**src/rtl/k8088_bus_arbiter.sv**
```systemverilog
// k8088_bus_arbiter: shares the core's single memory port with one DMA requester.
// The core is frozen through cpu_chipen while DMA owns the bus; bursts are bounded by a CPU gap.
module k8088_bus_arbiter #(
  parameter int DMA_BURST_MAX = 16,
  parameter int CPU_MIN_SLOTS = 1,
  parameter bit PREEMPT_ANY   = 1'b0
) (
  input  logic        clock,
  input  logic        reset_n,
  input  logic [19:0] cpu_address,
  input  logic [7:0]  cpu_out,
  input  logic        cpu_we,
  input  logic        cpu_m0,
  output logic        cpu_chipen,
  output logic [7:0]  cpu_in,
  input  logic        dma_req,
  input  logic [19:0] dma_addr,
  input  logic [7:0]  dma_wdata,
  input  logic        dma_we,
  output logic        dma_ack,
  output logic [7:0]  dma_rdata,
  output logic        dma_rvalid,
  output logic [19:0] mem_address,
  output logic [7:0]  mem_wdata,
  output logic        mem_we,
  input  logic [7:0]  mem_rdata,
  output logic [1:0]  owner
);

  localparam logic [7:0] BURST_LAST = 8'(DMA_BURST_MAX - 1);
  localparam logic [7:0] GAP_INIT   = 8'(CPU_MIN_SLOTS - 1);

  typedef enum logic [1:0] {
    S_CPU = 2'd0,
    S_DMA = 2'd1,
    S_GAP = 2'd2
  } state_e;

  state_e      state_q, state_d;
  logic [7:0]  burst_cnt_q, burst_cnt_d;
  logic [7:0]  gap_cnt_q, gap_cnt_d;
  logic [7:0]  dma_rdata_q, dma_rdata_d;
  logic        dma_rvalid_q, dma_rvalid_d;

  logic        ack_s;
  logic        grant_s;
  logic        last_s;
  logic        rd_ack_s;

  // A core write in flight blocks the grant so it lands before the freeze.
  assign ack_s    = (state_q == S_DMA) & dma_req;
  assign grant_s  = dma_req & ~cpu_we & (PREEMPT_ANY | cpu_m0);
  assign last_s   = ack_s & (burst_cnt_q == BURST_LAST);
  assign rd_ack_s = ack_s & ~dma_we;

  assign cpu_in     = mem_rdata;
  assign dma_ack    = ack_s;
  assign dma_rdata  = dma_rdata_q;
  assign dma_rvalid = dma_rvalid_q;

  // Ownership sequencing and burst/gap counting.
  always_comb begin
    state_d     = state_q;
    burst_cnt_d = burst_cnt_q;
    gap_cnt_d   = gap_cnt_q;
    case (state_q)
      S_CPU: begin
        if (grant_s) begin
          state_d     = S_DMA;
          burst_cnt_d = 8'd0;
        end else begin
          state_d = S_CPU;
        end
      end
      S_DMA: begin
        if (!ack_s) begin
          state_d = S_CPU;
        end else if (last_s) begin
          // Hold the count on the final transfer so a 256 burst never wraps.
          state_d   = S_GAP;
          gap_cnt_d = GAP_INIT;
        end else begin
          burst_cnt_d = burst_cnt_q + 8'd1;
        end
      end
      S_GAP: begin
        if (gap_cnt_q == 8'd0) begin
          state_d = S_CPU;
        end else begin
          gap_cnt_d = gap_cnt_q - 8'd1;
        end
      end
      default: begin
        state_d = S_CPU;
      end
    endcase
  end

  // Memory port mux and core freeze, decoded from the registered owner.
  always_comb begin
    mem_address = cpu_address;
    mem_wdata   = cpu_out;
    mem_we      = cpu_we;
    cpu_chipen  = 1'b1;
    owner       = 2'd0;
    case (state_q)
      S_CPU: begin
        owner = 2'd0;
      end
      S_DMA: begin
        mem_address = dma_addr;
        mem_wdata   = dma_wdata;
        mem_we      = dma_we & dma_req;
        cpu_chipen  = 1'b0;
        owner       = 2'd1;
      end
      S_GAP: begin
        owner = 2'd2;
      end
      default: begin
        owner = 2'd0;
      end
    endcase
  end

  // Read-return capture for the DMA side.
  always_comb begin
    dma_rvalid_d = rd_ack_s;
    if (rd_ack_s) begin
      dma_rdata_d = mem_rdata;
    end else begin
      dma_rdata_d = dma_rdata_q;
    end
  end

  // State and data registers.
  always_ff @(posedge clock or negedge reset_n) begin
    if (!reset_n) begin
      state_q      <= S_CPU;
      burst_cnt_q  <= 8'd0;
      gap_cnt_q    <= 8'd0;
      dma_rdata_q  <= 8'd0;
      dma_rvalid_q <= 1'b0;
    end else begin
      state_q      <= state_d;
      burst_cnt_q  <= burst_cnt_d;
      gap_cnt_q    <= gap_cnt_d;
      dma_rdata_q  <= dma_rdata_d;
      dma_rvalid_q <= dma_rvalid_d;
    end
  end

endmodule

```
**config.mk**
```make
export PLATFORM = sky130hd
export DESIGN_NAME = k8088_bus_arbiter
export DESIGN_NICKNAME = d
export VERILOG_FILES = /design/src/rtl/k8088_bus_arbiter.sv
export SDC_FILE = /design/constraint.sdc
export NUM_CORES = 1
export LEC_CHECK = 0
export BUFFER_PORTS_ARGS = -buffer_cell sky130_fd_sc_hd__buf_2
export CAP_MARGIN = 20
export CORE_AREA = 8 8 73 75
export CTS_CLUSTER_SIZE = 14
export DETAILED_ROUTE_END_ITERATION = 10
export DIE_AREA = 0 0 81 83
export GPL_ROUTABILITY_DRIVEN = 0
export PLACE_DENSITY = 0.85
export SETUP_SLACK_MARGIN = 0.05
export SLEW_MARGIN = 10
export SYNTH_ARGS = -nofsm -noshare
export SYNTH_HDL_FRONTEND = slang
export SYNTH_SLANG_ARGS = --single-unit
```
**constraint.sdc**
```tcl
create_clock -name clock -period 2.2 [get_ports clock]
set_input_delay 0.11 -clock clock [delete_from_list [all_inputs] [get_ports clock]]
set_output_delay 0.11 -clock clock [all_outputs]
set_load 0.005 [all_outputs]
```
# Word-level counts from Yosys, hierarchy flattened
# Cells that the tools add are included.
word_totals:
  ff_bits: 27
  input_bits: 70
  output_inout_bits: 50
  wordCells: 50
classes:
  add_sub_neg: 2
  n_eq_ne: 10
  n_mux: 18
  bitwise_logic: 8
  reduce_logical: 7
ops:
  columns: ["operator", "count"]
  rows:
  - ["$mux 8", 7]
  - ["$pmux 8 s2", 2]
  - ["$mux 20", 1]
  - ["$ne 2x2->1 const B", 6]
  - ["$add 8x1->8 const B", 1]
  - ["$eq 8x4->1 const B", 1]
  - ["$logic_not 8->1", 1]
  - ["$reduce_and 4->1", 2]
  - ["$sub 8x1->8 const B", 1]
  - ["$and 1x1->1", 6]
  - ["$mux 2", 3]
  - ["$pmux 2 s3", 1]
  - ["$pmux 2 s2", 1]
  - ["$reduce_bool 2->1", 2]
  - ["$mux 1", 3]
  - ["$ne 3x3->1 const B", 1]
  - ["$eq 2x1->1 const B", 1]
  - ["$eq 2x2->1 const B", 1]
  - ["$logic_not 2->1", 1]
  - ["$not 1->1", 2]
  - ["$reduce_and 2->1", 1]

# Depth between registers and ports, before layout
# Gate-level depths: netlist of run 1.
depth:
  word_depth: 6
  ltp_mapped: 6
  ltp_nobuf: 6

# Worst setup path after synthesis of run 1
# Ideal clock, no wire load.
synth_timing:
  path_type: "register to register"
  start: "register state_q[0]"
  end: "register gap_cnt_q[5]"
  arrival_ps: 1552
  slack_ps: 571
  stages_incl_launch_ff: 5
  path_cell_list: "dfrtp_1 > nand2b_4 > or4_4 > or4_1 > a21oi_1"
synth_between:
  elab_chain_cells: 5
  elab_cells_between_ends: 10
  classes_between: "eq/ne: 5; mux: 1; bitwise: 2; reduce/logical: 2"
synth_rtl:
  columns: ["item", "line_no", "source"]
  rows:
  - ["start: declaration", "39", "state_e state_q, state_d;"]
  - ["start signal: assignment", "145", "state_q <= state_d;"]
  - ["$eq 2x1->1", "51, 66", null]
  - ["$and 1x1->1", "51", "assign ack_s = (state_q == S_DMA) & dma_req;"]
  - ["$and 1x1->1", "53", "assign last_s = ack_s & (burst_cnt_q == BURST_LAST);"]
  - ["$ne 2x2->1 (no source line)", null, null]
  - ["$reduce_and 4->1 (no source line)", null, null]
  - ["end signal: assignment", "147", "gap_cnt_q <= gap_cnt_d;"]
  - ["end: declaration", "41", "logic [7:0] gap_cnt_q, gap_cnt_d;"]
# Several ways; a longest one is shown, not always the timed one.
# A chain may end at the register's enable or synchronous reset.

# Worst setup path after layout of run 1
layout_timing:
  start: "register state_q[1]"
  end: "output port mem_address[8]"
layout_between:
  elab_chain_cells: 2
layout_rtl:
  columns: ["item", "line_no", "source"]
  rows:
  - ["$eq 2x1->1", "106", "case (state_q)"]
  - ["$mux 20", "106", null]
  - ["end: declaration", "23", "output logic [19:0] mem_address,"]
# No other way between the ends.

==> results of run 1 <==
## final timing paths
path / start / endpoint / slack (ns)
worst min-delay path: mem_rdata[0] / dma_rdata[0] / 0.08
worst max register to register: state_q[0] / gap_cnt_q[5] / 0.47
max in group asynchronous: reset_n / gap_cnt_q[5] / 1.42
worst max-delay path: state_q[1] / mem_address[8] / 0.30
min in group asynchronous: reset_n / burst_cnt_q[0] / 0.39
worst min register to register: gap_cnt_q[4] / gap_cnt_q[4] / 0.50
## metal layers
layer / vias up / routed length [um] / GRT usage [%]
met5: - / 0 / 0
met4: 0 / 48 / 3.41
met3: 6 / 485 / 3.56
met2: 62 / 2680 / 27.4
met1: 753 / 1710 / 14.9
li1: 777 / - / -
## sequential cells by signal (all words and copies together), names as in the netlist
signal       count
dma_rvalid       1
burst_cnt_q      8
state_q          2
gap_cnt_q        8
dma_rdata        8
## synthesized netlist by cell type
library cell	n	area share (%)
mux2_2	36	25
dfrtp_1	27	41
buf_4	8	3.6
nand2_1	8	1.8
inv_1	7	1.6
o21ai_0	7	2.1
nand3_1	6	1.8
nor2_1	6	1.4
a21oi_1	5	1.5
buf_1	3	0.68
nor4_1	3	1.1
and3_1	2	0.76
ha_1	2	1.5
mux2i_1	2	1.2
nand2b_1	2	0.76
nor4b_1	2	1.1
o211ai_1	2	0.91
o31ai_1	2	0.91
or4_1	2	0.91
or4_4	2	1.4
xnor2_1	2	1.1
a21o_1	1	0.46
a22o_1	1	0.53
and2_1	1	0.38
nand2b_4	1	0.84
nand3b_1	1	0.46
nand4_1	1	0.38
nor2_2	1	0.38
nor2b_1	1	0.38
nor3_1	1	0.30
o22ai_1	1	0.38
o311ai_0	1	0.53
o31ai_4	1	1.3
o41ai_1	1	0.53
or2_2	1	0.38
or3_1	1	0.38
xor2_1	1	0.53
## stage by stage
step / power (uW) / worst slack, ns / cells / hold WS [ns]
finish: 1610 / 0.304 / 318 / 0.0810
global route: 1730 / 0.179 / 318 / 0.0749
CTS: 1630 / 0.278 / 318 / 0.0791
detailed placement: 1350 / 0.494 / 313 / 0.147
global placement: 1320 / 0.540 / 313 / 0.150
floorplan: 1080 / 0.571 / 152 / -0.186
## final cells by class
type                       count  area [um2]  area share, %
clock buffer                   4        45.0           1.95
sequential                    27         676           29.2
inverter                       7        26.3           1.14
multi-input combinational    107         873           37.8
tap                           52        65.1           2.82
timing repair buffer         121         626           27.1
## worst reg2reg max path, stage by stage (launching register included)
cell	delay (ns)
dfrtp_1	0.43
nand2b_4	0.17
or4_4	0.44
or4_1	0.48
a21oi_1	0.16
## kinds of logic (layout without fill, tap and decap cells)
| logic type | Yosys count | count (layout) |
|---|---|---|
| compound gates | 22 | 22 |
| xor+xnor | 3 | 3 |
| fa+ha+maj | 2 | 2 |
| buf+inv | 18 | 132 |
| flops | 27 | 27 |
| mux | 38 | 38 |
| simple gates | 42 | 42 |
## what timing repair did
item | CTS | global route
hold buffers | 1 | 0
setup buffers | 0 | 0
endpoints found under the hold margin | 27 | 0
endpoints found under the setup margin | 0 | 0
## power by group through the flow
stage	registers, uW	logic (uW)	clock network, uW
floorplan	751	333	0
global placement	760	564	0
detailed placement	768	586	0
CTS	757	590	282
global route	780	655	299
finish	757	576	273
==> impl_metrics.toml, run 1 <==
[global_routing]
grt_pass1_wl_um = 7980
antenna_found_initial = 0
grt_remaining_overflow = 0
grt_pass1_vias = 1691
grt_use_total_pct = 14.4
grt_max_degree = 28

[place]
port_buffers = 119
place_hpwl_um = 4140
post_dp_cell_area_um2 = 2260

[final_layout]
design_area_um2 = 2310
final_cell_mix = "buf_2 (119), mux2_2 (36), dfrtp_1 (27)"
final_core_utilization_pct = 55.0
nets = 339
drive_gt1_share_pct = 62.0
area_delta_synth_final_pct = 40.3
antennaDiodeCount = 0
filler_cell_count = 383
final_common_cell = "buf_2"

[yosys]
synth_xor_area_share_pct = 1.60
post_synth_mux_area_share_pct = 25.8
synth_top_family_by_area = "multiplexers"
ys_types = 37
synthCells = 152
synth_area_per_cell_um2 = 10.8
synth-compound-area-share_pct = 9.19
synth_seq_cells = 27
yosysSeqAreaShare_pct = 41.0
synth-simple-area-share_pct = 14.9
synth.net_count = 224
yosysWarnings = 0
synthesis.area_um2 = 1650
synth_fa_ha_area_share_pct = 1.52

[cts]
ctsHtreeMaxLevel = 1
cts_resized = 0
clk_pin_slew_ns = 0.09
clk_latency_ns = 0.27
cts_buffers = 3
cts.sinks = 27
cts_tree = "built"
cts.path.max_buffers = 2
cts_root_buf = "clkbuf_8"

[critical_path]
cp_max_fo = 26
crit_type = "reg2out"
critPathCaptureType = "output pin"
critPathBufInv = 2
worstPathRequired_ns = 2.09
crit_cells = 4
start_kind = "flop"
reg2reg_depth = 4
path_cells = "nand2b_1 > buf_12 > mux2_2 > buf_2"
arrival_ns = 1.79
crit_family = "flip-flops"
cp_slowest_stage_delay_ns = 0.45
cp_slowest_cell = "dfrtp_1"

[detailed_routing]
wl_um = 4920
vias = 1598
detail-route-antenna-nets = 0
wl_per_cell_um = 15.5
first_iter_violations = 80
drc = 0
firstDrtPassIters = 4
vias_per_cell = 5.03

[timing]
drv_slew = 0
period_needed_ns = 1.90
skew_ns = 0.00265
hold_viol = 0
tightest_slew_ns = 0.591
fin_setup_tns_ns = 0
max_freq_ghz = 0.527
setup_violations = 0
rsz0062_at_grt = "no"
fin_crit_sh_pct = 86.2
maxSlewHeadroom_pct = 60.6

[die]
fp-row-count = 24
io_pins = 120
die_x_um = 81
start_util_pct = 39.2
dieArea_um2 = 6720
die_h_um = 83
core_um2 = 4200

[flow_run]
max_cap_viol_count = 0

[pwr]
p_int_uw = 1090
seqPwrFrac_pct = 47.2
max-vdd-ir-drop_mv = 0.574
swShare_pct = 31.9
p_leak_uw = 0.00119
switchingPower_uw = 512
power.density_cell_area_nw_per_um2 = 695
clkPwrFrac_pct = 17.0
p_comb_share_pct = 35.9

[min_path]
hp-class = "in2reg"
worstHoldPathCells = 2

[status]
status = "finished clean"
Note: power is estimated with default switching activity, not from simulation.
==> run 2: changes to the inputs <==
--- a/config.mk
+++ b/config.mk
@@ -7,10 +7,10 @@
 export LEC_CHECK = 0
 export BUFFER_PORTS_ARGS = -buffer_cell sky130_fd_sc_hd__buf_2
 export CAP_MARGIN = 20
-export CORE_AREA = 8 8 73 75
+export CORE_AREA = 2 2 74 62
 export CTS_CLUSTER_SIZE = 14
 export DETAILED_ROUTE_END_ITERATION = 10
-export DIE_AREA = 0 0 81 83
+export DIE_AREA = 0 0 76 64
 export GPL_ROUTABILITY_DRIVEN = 0
 export PLACE_DENSITY = 0.85
 export SETUP_SLACK_MARGIN = 0.05
==> run 2 against run 1 <==
Compared with the run above:
- clock-buffer cell count is 1 lower
- cell count is 1.6% higher
- maximum frequency is 5.6% higher
- combinational power is 1% lower
==> impl_metrics.toml, run 2 (synthesized netlist as in run 1, its figures left out) <==
[status]
status = "finished clean"

[detailed_routing]
first_iter_violations = 47
vias_per_cell = 4.92
firstDrtPassIters = 4
drc = 0
wl_per_cell_um = 13.7
wl_um = 4410
detail-route-antenna-nets = 0
vias = 1589

[timing]
period_needed_ns = 1.79
drv_slew = 0
tightest_slew_ns = 0.589
setup_violations = 0
fin_crit_sh_pct = 81.6
maxSlewHeadroom_pct = 60.7
skew_ns = 0.00266
fin_setup_tns_ns = 0
max_freq_ghz = 0.557
rsz0062_at_grt = "no"
hold_viol = 0

[final_layout]
drive_gt1_share_pct = 62.4
regArea_um2 = 676
antennaDiodeCount = 0
final_core_utilization_pct = 56.6
filler_cell_count = 369
final_common_cell = "buf_2"
multiInputGateArea_um2 = 873
final_cell_mix = "buf_2 (119), mux2_2 (36), dfrtp_1 (27)"
nets = 339
area_delta_synth_final_pct = 40.0

[pwr]
max-vdd-ir-drop_mv = 0.463
power.density_cell_area_nw_per_um2 = 695
p_leak_uw = 0.00119

[die]
die_x_um = 76
die_h_um = 64
core_um2 = 4070
start_util_pct = 40.4
fp-row-count = 21
dieArea_um2 = 4860
io_pins = 120

[cts]
cts_buffers = 3
cts.path.max_buffers = 2
post_cts_buffers = 0
cts.sinks = 27
ctsHtreeMaxLevel = 1
clk_pin_slew_ns = 0.09
cts_root_buf = "clkbuf_8"
clk_latency_ns = 0.27
cts_tree = "built"

[global_routing]
antenna_found_initial = 0
met3_usage_pct = 4.10
grt_max_degree = 32
grt_use_total_pct = 17.3
grt_pass1_wl_um = 6880
met2_usage_pct = 30.7
grt.busiest_layer = "met2"
use_met1_pct = 22.4
grt_remaining_overflow = 0
grt_pass1_vias = 1486

[flow_run]
max_cap_viol_count = 0

[critical_path]
critPathCaptureType = "output pin"
worstPathRequired_ns = 2.09
arrival_ns = 1.68
crit_type = "reg2out"
start_kind = "flop"
cp_max_fo = 31

[place]
place_hpwl_um = 3650
port_buffers = 119

[min_path]
hp-class = "in2reg"
run 2: report_power, final:
part | switching, uW | internal, uW | total, uW
registers | 112 | 643 | 755
logic | 254 | 316 | 570
clock network | 151 | 127 | 278
run 2: worst max-delay path, cell delays in order, from the launching register on:
cell	delay [ns]
dfrtp_1	0.43
nand2b_1	0.12
buf_4	0.34
mux2_2	0.39
buf_2	0.13
run 2: metal layers:
layer	up-vias	share of wire (%)
li1	780	-
met1	768	42
met2	38	54
met3	3	3.7
met4	0	0.27
met5	-	0
run 2: cell type report:
cell class | instances | area share, %
flip-flops and latches | 27 | 29.3
repair buffers | 121 | 26.6
inverters | 7 | 1.14
clock inverters | 1 | 0.217
clock buffers | 3 | 1.79
multi-input cells | 107 | 37.9
well taps | 57 | 3.09
run 2: worst paths after layout:
| kind | cells after the start | start | slack (ns) | end |
|---|---|---|---|---|
| min in group asynchronous | 2 | reset_n | 0.36 | burst_cnt_q[0] |
| max in group asynchronous | 2 | reset_n | 1.45 | gap_cnt_q[5] |
| min | 2 | mem_rdata[5] | 0.07 | dma_rdata[5] |
| min reg2reg | 1 | gap_cnt_q[4] | 0.50 | gap_cnt_q[4] |
| max | 4 | state_q[1] | 0.41 | mem_address[6] |
| max reg2reg | 4 | state_q[0] | 0.49 | gap_cnt_q[5] |
run 2: per-stage QoR:
step	total power, uW	area (um2)	hold WS, ns	setup slack (ns)	instances
after CTS	1620	2310	0.0695	0.393	323
after floorplan	1080	1650	-0.186	0.571	152
after global routing	1730	2310	0.0561	0.300	323
after detailed placement	1340	2250	0.154	0.508	318
after global placement	1310	2250	0.149	0.536	318
final	1600	2310	0.0745	0.405	323
run 2: what timing repair did:
item                                   4_1_cts  5_1_grt
endpoints found under the hold margin       27        0
hold buffers                                 1        0
gates resized for setup                      0        0
==> run 3: changes to the inputs <==
==> constraint.sdc (replaced) <==
create_clock -name clock -period 1.8 [get_ports clock]
set_input_delay 0.09 -clock clock [delete_from_list [all_inputs] [get_ports clock]]
set_output_delay 0.09 -clock clock [all_outputs]
set_load 0.005 [all_outputs]
==> run 3 against run 2 <==
Compared with the run above:
- clock-buffer cell count stayed put
- via count rose by 3.2%
- non-clock buffer count is 7 higher
- clock power is 26% higher
==> impl_metrics.toml, run 3 (synthesized netlist as in run 1, its figures left out) <==
[status]
status = "finished clean"

[detailed_routing]
vias_per_cell = 4.97
vias = 1640
drc = 0
first_iter_violations = 62
wl_um = 4900
firstDrtPassIters = 4
wl_per_cell_um = 14.8
detail-route-antenna-nets = 0

[critical_path]
cp_max_fo = 15
arrival_ns = 1.61
critPathCaptureType = "output pin"
worstPathRequired_ns = 1.71
crit_type = "reg2out"
reg2reg_depth = 4
start_kind = "flop"

[die]
die_h_um = 64
dieArea_um2 = 4860
io_pins = 120
core_um2 = 4070
start_util_pct = 40.4
die_x_um = 76
fp-row-count = 21

[min_path]
worstHoldPathCells = 2
hp-class = "in2reg"

[pwr]
max-vdd-ir-drop_mv = 0.712
power.density_cell_area_nw_per_um2 = 854
p_leak_uw = 0.00124

[cts]
cts_buffers = 3
clk_latency_ns = 0.27
cts.path.max_buffers = 2
cts.sinks = 27
cts_tree = "built"
cts_root_buf = "clkbuf_8"
clk_pin_slew_ns = 0.09
ctsHtreeMaxLevel = 1

[final_layout]
final_cell_mix = "buf_2 (119), mux2_2 (36), dfrtp_1 (26)"
drive_gt1_share_pct = 64.8
area_delta_synth_final_pct = 47.1
antennaDiodeCount = 0
fin_cells = 330
filler_cell_count = 354
final_common_cell = "buf_2"
final_core_utilization_pct = 59.5
nets = 346

[flow_run]
max_cap_viol_count = 0

[global_routing]
grt_pass1_vias = 1603
grt_pass1_wl_um = 7490
grt_use_total_pct = 18.8
grt_remaining_overflow = 0
antenna_found_initial = 0
grt_max_degree = 31

[timing]
rsz0062_at_grt = "yes"
setup_violations = 0
tightest_slew_ns = 0.602
maxSlewHeadroom_pct = 59.9
period_needed_ns = 1.70
max_freq_ghz = 0.587
skew_ns = 0.00199
fin_crit_sh_pct = 94.6
hold_viol = 0
fin_setup_tns_ns = 0
drv_slew = 0

[place]
place_hpwl_um = 3810
placed_cells = 319
port_buffers = 119
==> run 3: changes by cell type in the layout (fill, tap and decap cells not counted), sizes merged <==
cell / delta
clkbuf: +2
clkinv: -1
clkinvlp: +1
buf: +5
==> run 3: final cells by class <==
class                           count  area [um2]  area share (%)
Sequential cell                    27         677            27.9
Timing Repair Buffer              128         713            29.4
Multi-Input combinational cell    107         886            36.6
Clock buffer                        3        41.3            1.70
Inverter                            7        26.3            1.08
Tap cell                           57        71.3            2.94
Clock inverter                      1        7.51           0.310
==> run 3: worst paths after layout <==
kind                                     start              to  slack [ns]
worst min-delay path              mem_rdata[7]    dma_rdata[7]        0.05
max in group asynchronous              reset_n      state_q[1]        1.03
worst min register to register  burst_cnt_q[0]  burst_cnt_q[0]        0.50
worst max register to register      state_q[0]    gap_cnt_q[5]         0.1
min in group asynchronous              reset_n  burst_cnt_q[7]        0.34
worst max-delay path                state_q[0]    mem_wdata[2]         0.1
==> run 3: critical path: stages (launching register included) <==
cell and delay (ns):
dfrtp_1 0.40, buf_4 0.15, nand2b_4 0.12, clkbuf_16 0.19, mux2_2 0.34, buf_2 0.13
==> run 3: stage by stage <==
stage	setup slack, ns	total power [uW]	hold slack, ns	instance area, um2
2_1_floorplan	0.171	1320	-0.206	1650
3_3_place_gp	0.139	1610	0.127	2270
3_5_place_dp	0.111	1650	0.124	2270
4_1_cts	0.0650	2020	0.0441	2330
5_1_grt	0.0223	2220	0.0527	2420
6_report	0.0964	2070	0.0532	2420
==> run 3: where the power goes <==
| part | internal, uW | switching, uW |
|---|---|---|
| registers | 786 | 137 |
| clock network | 157 | 193 |
| logic | 447 | 349 |
| total | 1390 | 678 |
==> run 3: repair_timing <==
| action | 4_1_cts | 5_1_grt |
|---|---|---|
| gates cloned | 0 | 2 |
| pin swaps | 0 | 1 |
| hold buffers | 1 | 0 |
| endpoints found under the hold margin | 27 | 0 |
| gates resized for setup | 1 | 4 |
| buffers inserted | 0 | 4 |
| setup endpoints to repair | 2 | 20 |
==> run 3: layer usage <==
layer | GRT usage [%] | vias to the layer above | share of wire [%] | routed length [um]
met1 | 23.5 | 805 | 43 | 2100
li1 | - | 792 | - | -
met5 | 0 | - | 0 | 0
met3 | 3.67 | 6 | 3.4 | 167
met4 | 4.09 | 0 | 0.74 | 36
met2 | 33.9 | 37 | 53 | 2590
